## config.mk

```make
export PLATFORM = sky130hd
export DESIGN_NAME = mem_seq_ctrl
export DESIGN_NICKNAME = d
export VERILOG_FILES = /design/src/rtl/mem_seq_ctrl_pkg.sv /design/src/rtl/mem_seq_timer.sv /design/src/rtl/mem_seq_ctrl.sv
export SDC_FILE = /design/constraint.sdc
export NUM_CORES = 1
export LEC_CHECK = 0
export BUFFER_PORTS_ARGS = -buffer_cell sky130_fd_sc_hd__buf_2
export CELL_PAD_IN_SITES_DETAIL_PLACEMENT = 1
export CELL_PAD_IN_SITES_GLOBAL_PLACEMENT = 2
export CORE_MARGIN = 4
export CORE_UTILIZATION = 32
export DETAILED_ROUTE_END_ITERATION = 12
export PLACE_DENSITY_LB_ADDON = 0.05
export SLEW_MARGIN = 20
export SYNTH_ARGS = -nofsm -noshare
export SYNTH_HDL_FRONTEND = slang
export SYNTH_SLANG_ARGS = --single-unit
```

## constraint.sdc

```tcl
create_clock -name clk -period 4.92 [get_ports clk]
set_input_delay 0 -clock clk [delete_from_list [all_inputs] [get_ports clk]]
set_output_delay 0 -clock clk [all_outputs]
set_load 0.02 [all_outputs]
```

## src/rtl/mem_seq_ctrl_pkg.sv

```systemverilog
// Shared definitions for the data-memory sequencer: state encoding,
// default timeout and datapath width, and the timeout counter width.
package mem_seq_ctrl_pkg;

    typedef logic [2:0] state_t;

    localparam state_t S_IDLE   = 3'd0;
    localparam state_t S_ISSUE  = 3'd1;
    localparam state_t S_WAIT   = 3'd2;
    localparam state_t S_DONE   = 3'd3;
    localparam state_t S_HALTED = 3'd4;

    localparam int TIMEOUT_DEF = 64;
    localparam int AW_DEF      = 16;

    // Wide enough for the largest legal TIMEOUT (255).
    localparam int CW = 8;

endpackage

```

## src/rtl/mem_seq_timer.sv

```systemverilog
// Loadable up-counter with clear, used to time out memory accesses.
// Ports: clk, rst_n, clr, ld/ld_val, inc in; tc (count == LIMIT-1) out.
module mem_seq_timer
    import mem_seq_ctrl_pkg::*;
#(
    parameter int LIMIT = TIMEOUT_DEF
) (
    input  logic          clk,
    input  logic          rst_n,
    input  logic          clr,
    input  logic          ld,
    input  logic [CW-1:0] ld_val,
    input  logic          inc,
    output logic          tc
);

    logic [CW-1:0] cnt;

    always_ff @(posedge clk or negedge rst_n) begin
        if (!rst_n) begin
            cnt <= '0;
        end else if (clr) begin
            cnt <= '0;
        end else if (ld) begin
            cnt <= ld_val;
        end else if (inc) begin
            cnt <= cnt + 1'b1;
        end
    end

    assign tc = (cnt == CW'(LIMIT - 1));

endmodule

```

## src/rtl/mem_seq_ctrl.sv

```systemverilog
// Multi-cycle data-memory sequencer: turns a one-cycle MemRead/MemWrite
// into a memory handshake, stalls the core meanwhile, gates RegWrite and
// holds a sticky halt. Inputs: decoder controls, addr, wdata, mem_rdata,
// mem_done. Outputs: mem_en/wr/addr/wdata, stall, rdata, RegWrite_out,
// err, halted. Optional MEM_ALIGN_CHK_EN rejects odd addresses.
module mem_seq_ctrl
    import mem_seq_ctrl_pkg::*;
#(
    parameter int TIMEOUT = TIMEOUT_DEF,
    parameter int AW      = AW_DEF
) (
    input  logic          clk,
    input  logic          rst_n,
    input  logic          MemRead,
    input  logic          MemWrite,
    input  logic          RegWrite,
    input  logic          Halt,
    input  logic [AW-1:0] addr,
    input  logic [AW-1:0] wdata,
    output logic          mem_en,
    output logic          mem_wr,
    output logic [AW-1:0] mem_addr,
    output logic [AW-1:0] mem_wdata,
    input  logic [AW-1:0] mem_rdata,
    input  logic          mem_done,
    output logic          stall,
    output logic [AW-1:0] rdata,
    output logic          RegWrite_out,
    output logic          err,
    output logic          halted
);

    state_t        state;
    state_t        nxt;
    logic          wr_q;
    logic          rw_q;
    logic [AW-1:0] addr_q;
    logic [AW-1:0] wdata_q;
    logic [AW-1:0] rdata_q;
    logic          req;
    logic          ill;
    logic          mis;
    logic          tc;
    logic          tmo;

    assign req = MemRead | MemWrite;
    assign ill = MemRead & MemWrite;

`ifdef MEM_ALIGN_CHK_EN
    assign mis = req & addr[0];
`else
    assign mis = 1'b0;
`endif

    // mem_done wins over a simultaneous terminal count.
    assign tmo = (state == S_WAIT) & tc & ~mem_done;

    mem_seq_timer #(
        .LIMIT (TIMEOUT)
    ) u_timer (
        .clk    (clk),
        .rst_n  (rst_n),
        .clr    (state == S_ISSUE),
        .ld     (1'b0),
        .ld_val ('0),
        .inc    (state == S_WAIT),
        .tc     (tc)
    );

    always_comb begin
        nxt = state;
        case (state)
            S_IDLE: begin
                if (req) begin
                    nxt = mis ? S_DONE : S_ISSUE;
                end else if (Halt) begin
                    nxt = S_HALTED;
                end
            end
            S_ISSUE:  nxt = S_WAIT;
            S_WAIT: begin
                if (mem_done || tc) begin
                    nxt = S_DONE;
                end
            end
            S_DONE:   nxt = S_IDLE;
            S_HALTED: nxt = S_HALTED;
            default:  nxt = S_IDLE;
        endcase
    end

    always_ff @(posedge clk or negedge rst_n) begin
        if (!rst_n) begin
            state   <= S_IDLE;
            wr_q    <= 1'b0;
            rw_q    <= 1'b0;
            addr_q  <= '0;
            wdata_q <= '0;
            rdata_q <= '0;
        end else begin
            state <= nxt;
            if (state == S_IDLE && req) begin
                // Illegal read+write is treated as a write.
                wr_q    <= MemWrite;
                rw_q    <= RegWrite & ~mis;
                addr_q  <= addr;
                wdata_q <= wdata;
            end
            if (state == S_WAIT) begin
                if (mem_done) begin
                    if (!wr_q) begin
                        rdata_q <= mem_rdata;
                    end
                end else if (tc) begin
                    rdata_q <= '0;
                end
            end
        end
    end

    always_comb begin
        stall        = 1'b0;
        RegWrite_out = 1'b0;
        err          = 1'b0;
        unique case (1'b1)
            (state == S_IDLE): begin
                stall        = req;
                RegWrite_out = req ? 1'b0 : RegWrite;
                err          = req & (ill | mis);
            end
            (state == S_ISSUE): stall = 1'b1;
            (state == S_WAIT): begin
                stall = 1'b1;
                err   = tmo;
            end
            (state == S_DONE): RegWrite_out = rw_q;
            (state == S_HALTED): stall = 1'b1;
            default: ;
        endcase
    end

    assign mem_en    = (state == S_ISSUE);
    assign mem_wr    = wr_q;
    assign mem_addr  = addr_q;
    assign mem_wdata = wdata_q;
    assign rdata     = rdata_q;
    assign halted    = (state == S_HALTED);

endmodule

```

==> qor.txt <==
STATUS
---------------------------------------------------------------------------------
Status ............................................................. finished, final reports clean

FINAL LAYOUT
---------------------------------------------------------------------------------
Final-layout fill cell count .......................................          860
Area taken by multi-input logic gates ..............................      960 µm²
Area occupied by registers .........................................     1530 µm²
Fraction of final layout cells with drive strength greater than 1 ..        44.8%
Ant diodes .........................................................            0
Layout Nets ........................................................          413
Final cell area excluding filler cells .............................     3880 µm²
Area growth, synth to finish .......................................        51.3%

GLOBAL ROUTING
---------------------------------------------------------------------------------
Overall Global Routing Usage .......................................        16.1%
Vias in the first global route .....................................         2412
Global-route wire length before repair .............................     12200 µm
Pin count of the biggest net entering global routing ...............           62
GRT Residual Overflow ..............................................            0
Antenna violations before repair ...................................            0

FLOORPLAN
---------------------------------------------------------------------------------
Width of the die ...................................................      97.6 µm
Die area ...........................................................     9520 µm²
Initial cell density of the core ...................................        33.1%
Number of placement rows ...........................................           32
Die span in y ......................................................      97.6 µm
I/O pin count ......................................................          109
Placeable core area ................................................     7770 µm²

LOGIC SYNTHESIS
---------------------------------------------------------------------------------
Main area contributors after synthesis ............................. sky130_fd_sc_hd__dfrtp_1, sky130_fd_sc_hd__mux2_2, sky130_fd_sc_hd__o2bb2ai_1, sky130_fd_sc_hd__o21ai_0, sky130_fd_sc_hd__nand3_1
Most common flop cell mapped by yosys .............................. sky130_fd_sc_hd__dfrtp_1
Area share of fa/ha/maj cells after synthesis ......................       0.487%
Dominant combinational cell family by area after synthesis ......... multiplexers
Yosys reg bits .....................................................           61
Yosys synthesis warning count ......................................            0
Compound-Gate Fraction of Synth Area ...............................        12.9%
Sequential-to-total area share from yosys stat .....................        59.5%
Avg Cell Area, Syn .................................................     13.1 µm²
Mux contribution to synthesized area ...............................        15.6%
Post-synthesis simple-gate area fraction ...........................        7.94%
Number of library cell types mapped by synthesis ...................           37
Most common library cells after synthesis .......................... sky130_fd_sc_hd__dfrtp_1, sky130_fd_sc_hd__mux2_2, sky130_fd_sc_hd__o21ai_0
Ys async rst share .................................................         100%
Most used standard cell by instance count after synthesis .......... sky130_fd_sc_hd__dfrtp_1
Synthesized netlist cell count .....................................          196
Synth Area in XOR/XNOR .............................................       0.341%
Net count of the mapped netlist ....................................          252
Top cell type by total area after synthesis ........................ sky130_fd_sc_hd__dfrtp_1
Count of flip-flops with a built-in enable after synthesis .........            0
Mapped cell area ...................................................     2570 µm²
Portion of synthesized cell area occupied by the leading cell type .        59.5%

WORST HOLD PATH
---------------------------------------------------------------------------------
Min-Delay Endpoint ................................................. rdata[11]$_DFFE_PN0P_
Source of the worst hold timing path ...............................     mem_done
Worst min-delay path class .........................................       in2reg
Hold depth .........................................................            3

DETAILED ROUTING
---------------------------------------------------------------------------------
Antenna viol nets, final ...........................................            0
First-pass detailed-route iteration total ..........................            4
Wire length after detailed routing .................................      7370 µm
Detailed-route via count ...........................................         2184
Total routed wire length on the met1 layer .........................      3080 µm
Routed met2 length .................................................      3630 µm
DRC errors left ....................................................            0
Topmost layer with routed signal wires .............................         met4
Via-per-instance ratio .............................................         4.74
Initial DRC Count ..................................................           34
Routed length on met3 ..............................................       491 µm
Routed length per placed instance ..................................      16.0 µm

PWR
---------------------------------------------------------------------------------
P_leak .............................................................      1.81 nW
P_sw ...............................................................   0.000934 W
Share of total power in combinational logic ........................        46.3%
Internal Dissipation ...............................................    0.00140 W
Total power divided by cell area ...................................   601 nW/µm²
Highest ir drop seen on vdd ........................................     0.254 mV
Switching part of the total power ..................................        40.0%
Share of power burned in the clock network .........................        17.3%
Register share of total power ......................................        36.4%

SETUP PATH
---------------------------------------------------------------------------------
Startpoint kind of the worst setup timing path .....................    flip-flop
Signal arrival time at the worst endpoint ..........................      2.94 ns
Critical path required time ........................................      4.92 ns
Critical-path maximum fanout .......................................           26
Endpoint kind of the worst setup timing path ....................... primary output
FF-to-FF path depth ................................................            3
Reg-to-reg slack, setup ............................................      2.39 ns
Endpoint of the worst-slack reg-to-reg timing path ................. rdata[14]$_DFFE_PN0P_
Critical setup path kind ...........................................      reg2out
Critical register-to-register path startpoint ...................... state[0]$_DFFE_PN0P_

CLOCKING
---------------------------------------------------------------------------------
H-Tree Depth .......................................................            3
Clock tree from TritonCTS ..........................................          yes
Post-CTS Setup Inserts .............................................            0
Worst-path clk slew ................................................      0.07 ns
Clock sink count ...................................................           61
CTS-repair resized insts ...........................................            0
Maximum root-to-sink buffer count ..................................            2
CTS Buf Count ......................................................            9
Latest clock arrival within the worst-skew pair ....................      0.33 ns
CTS root buf ....................................................... sky130_fd_sc_hd__clkbuf_8

TIMING
---------------------------------------------------------------------------------
Unrepaired setup endpoints after global routing ....................           no
Maximum clock frequency ............................................    0.341 GHz
Number of hold-slack violations in the final timing report .........            0
Final critical path time including I/O delays and setup ............      2.94 ns
Worst slew margin relative to its limit ............................        32.2%
Total Negative Setup Slacks ........................................         0 ns
Worst-margin pin slew ..............................................      1.01 ns
Final worst path period share ......................................        59.7%
Number of setup violations in the final report .....................            0
Max Slew Vio Count .................................................            0
Skew final .........................................................    0.0103 ns

RUN
---------------------------------------------------------------------------------
Max-cap violations .................................................            0

PLACED DESIGN
---------------------------------------------------------------------------------
Placed Area ........................................................     3180 µm²
Quantity of I/O buffers inserted on ports ..........................          108
HPWL after DPL .....................................................      4700 µm
Final weighted congestion in routability-driven placement ..........        0.747

worst max path at each step:
stage | depth (start not counted) | startpoint | to
4_1_cts | 4 | state[0]$_DFFE_PN0P_ | err
2_1_floorplan | 6 | state[0]$_DFFE_PN0P_ | mem_addr[0]$_DFFE_PN0P_
3_5_place_dp | 4 | state[0]$_DFFE_PN0P_ | err
6_report | 4 | state[0]$_DFFE_PN0P_ | err
5_1_grt | 4 | state[0]$_DFFE_PN0P_ | err
3_3_place_gp | 4 | state[0]$_DFFE_PN0P_ | err
power by group through the flow:
| stage | Clock (W) | Combinational [W] | Sequential, W |
|---|---|---|---|
| floorplan | 0 | 0.000476 | 0.00108 |
| global placement | 0 | 0.00104 | 0.000848 |
| CTS | 0.000421 | 0.00109 | 0.000851 |
| global route | 0.000442 | 0.00117 | 0.000885 |
| detailed placement | 0 | 0.00105 | 0.000859 |
| finish | 0.000403 | 0.00108 | 0.000850 |
critical path, cell delays in order, from the launching register on:
cell,delay (ns)
sky130_fd_sc_hd__dfrtp_1,0.45
sky130_fd_sc_hd__or3b_1,0.78
sky130_fd_sc_hd__nor4_4,1.00
sky130_fd_sc_hd__a31o_2,0.21
sky130_fd_sc_hd__buf_2,0.16
timing repair:
action                                  4_1_cts  5_1_grt
endpoints found under the setup margin        0        0
hold endpoints to repair                    113        0
hold buffers                                 54        0
per-stage QoR:
step	std cells	utilization, %	total power [W]	setup WS (ns)	hold WS (ns)
2_1_floorplan	196	-	0.00156	3.15	-0.296
3_3_place_gp	394	40.9	0.00189	2.34	0.207
3_5_place_dp	394	40.9	0.00191	2.33	0.212
4_1_cts	461	50.0	0.00236	1.94	0.0683
5_1_grt	461	50.0	0.00250	1.79	0.0911
6_report	461	50.0	0.00233	1.98	0.0763
state kept, by name (all words and copies together), names as in the netlist:
signal       cells
mem_addr        16
mem_wdata       16
mem_wr           1
rdata           16
rw_q             1
state            3
u_timer.cnt      8
per-layer routing:
layer | global-route usage, % | vias to the layer above
met5 | 0 | -
met2 | 27.4 | 73
met3 | 5.89 | 13
met4 | 5.96 | 0
li1 | - | 1036
met1 | 18.4 | 1062
layout by cell type, fill, tap and decap left out, drive strengths merged, types with 2 or more instances in the layout:
cell type    netlist  layout
a21oi              2       2
a22o               3       3
buf                9     110
clkbuf             5      10
clkinv             0       2
dfrtp             61      61
dlygate4sd3        0      54
inv                2       2
mux2              33      33
mux2i              3       3
nand2              5       5
nand3              8       8
nor2               5       5
nor2b              2       2
nor3               3       3
o21ai             19      19
o2bb2ai           16      16
or3b               2       2
final cells by class:
cell class | count | area share [%]
Timing Repair Buffer | 164 | 28.2
Sequential cell | 61 | 39.3
Clock inverter | 3 | 1.03
Tap cell | 102 | 3.29
Clock buffer | 10 | 3.29
Multi-Input combinational cell | 119 | 24.7
Inverter | 2 | 0.193
kinds of logic after synthesis:
kind of cell / Yosys count
buf+inv: 16
flops: 61
fa+ha+maj: 1
xor+xnor: 1
simple gates: 34
mux: 36
compound gates: 47
Power figures use the tool's default switching activity.
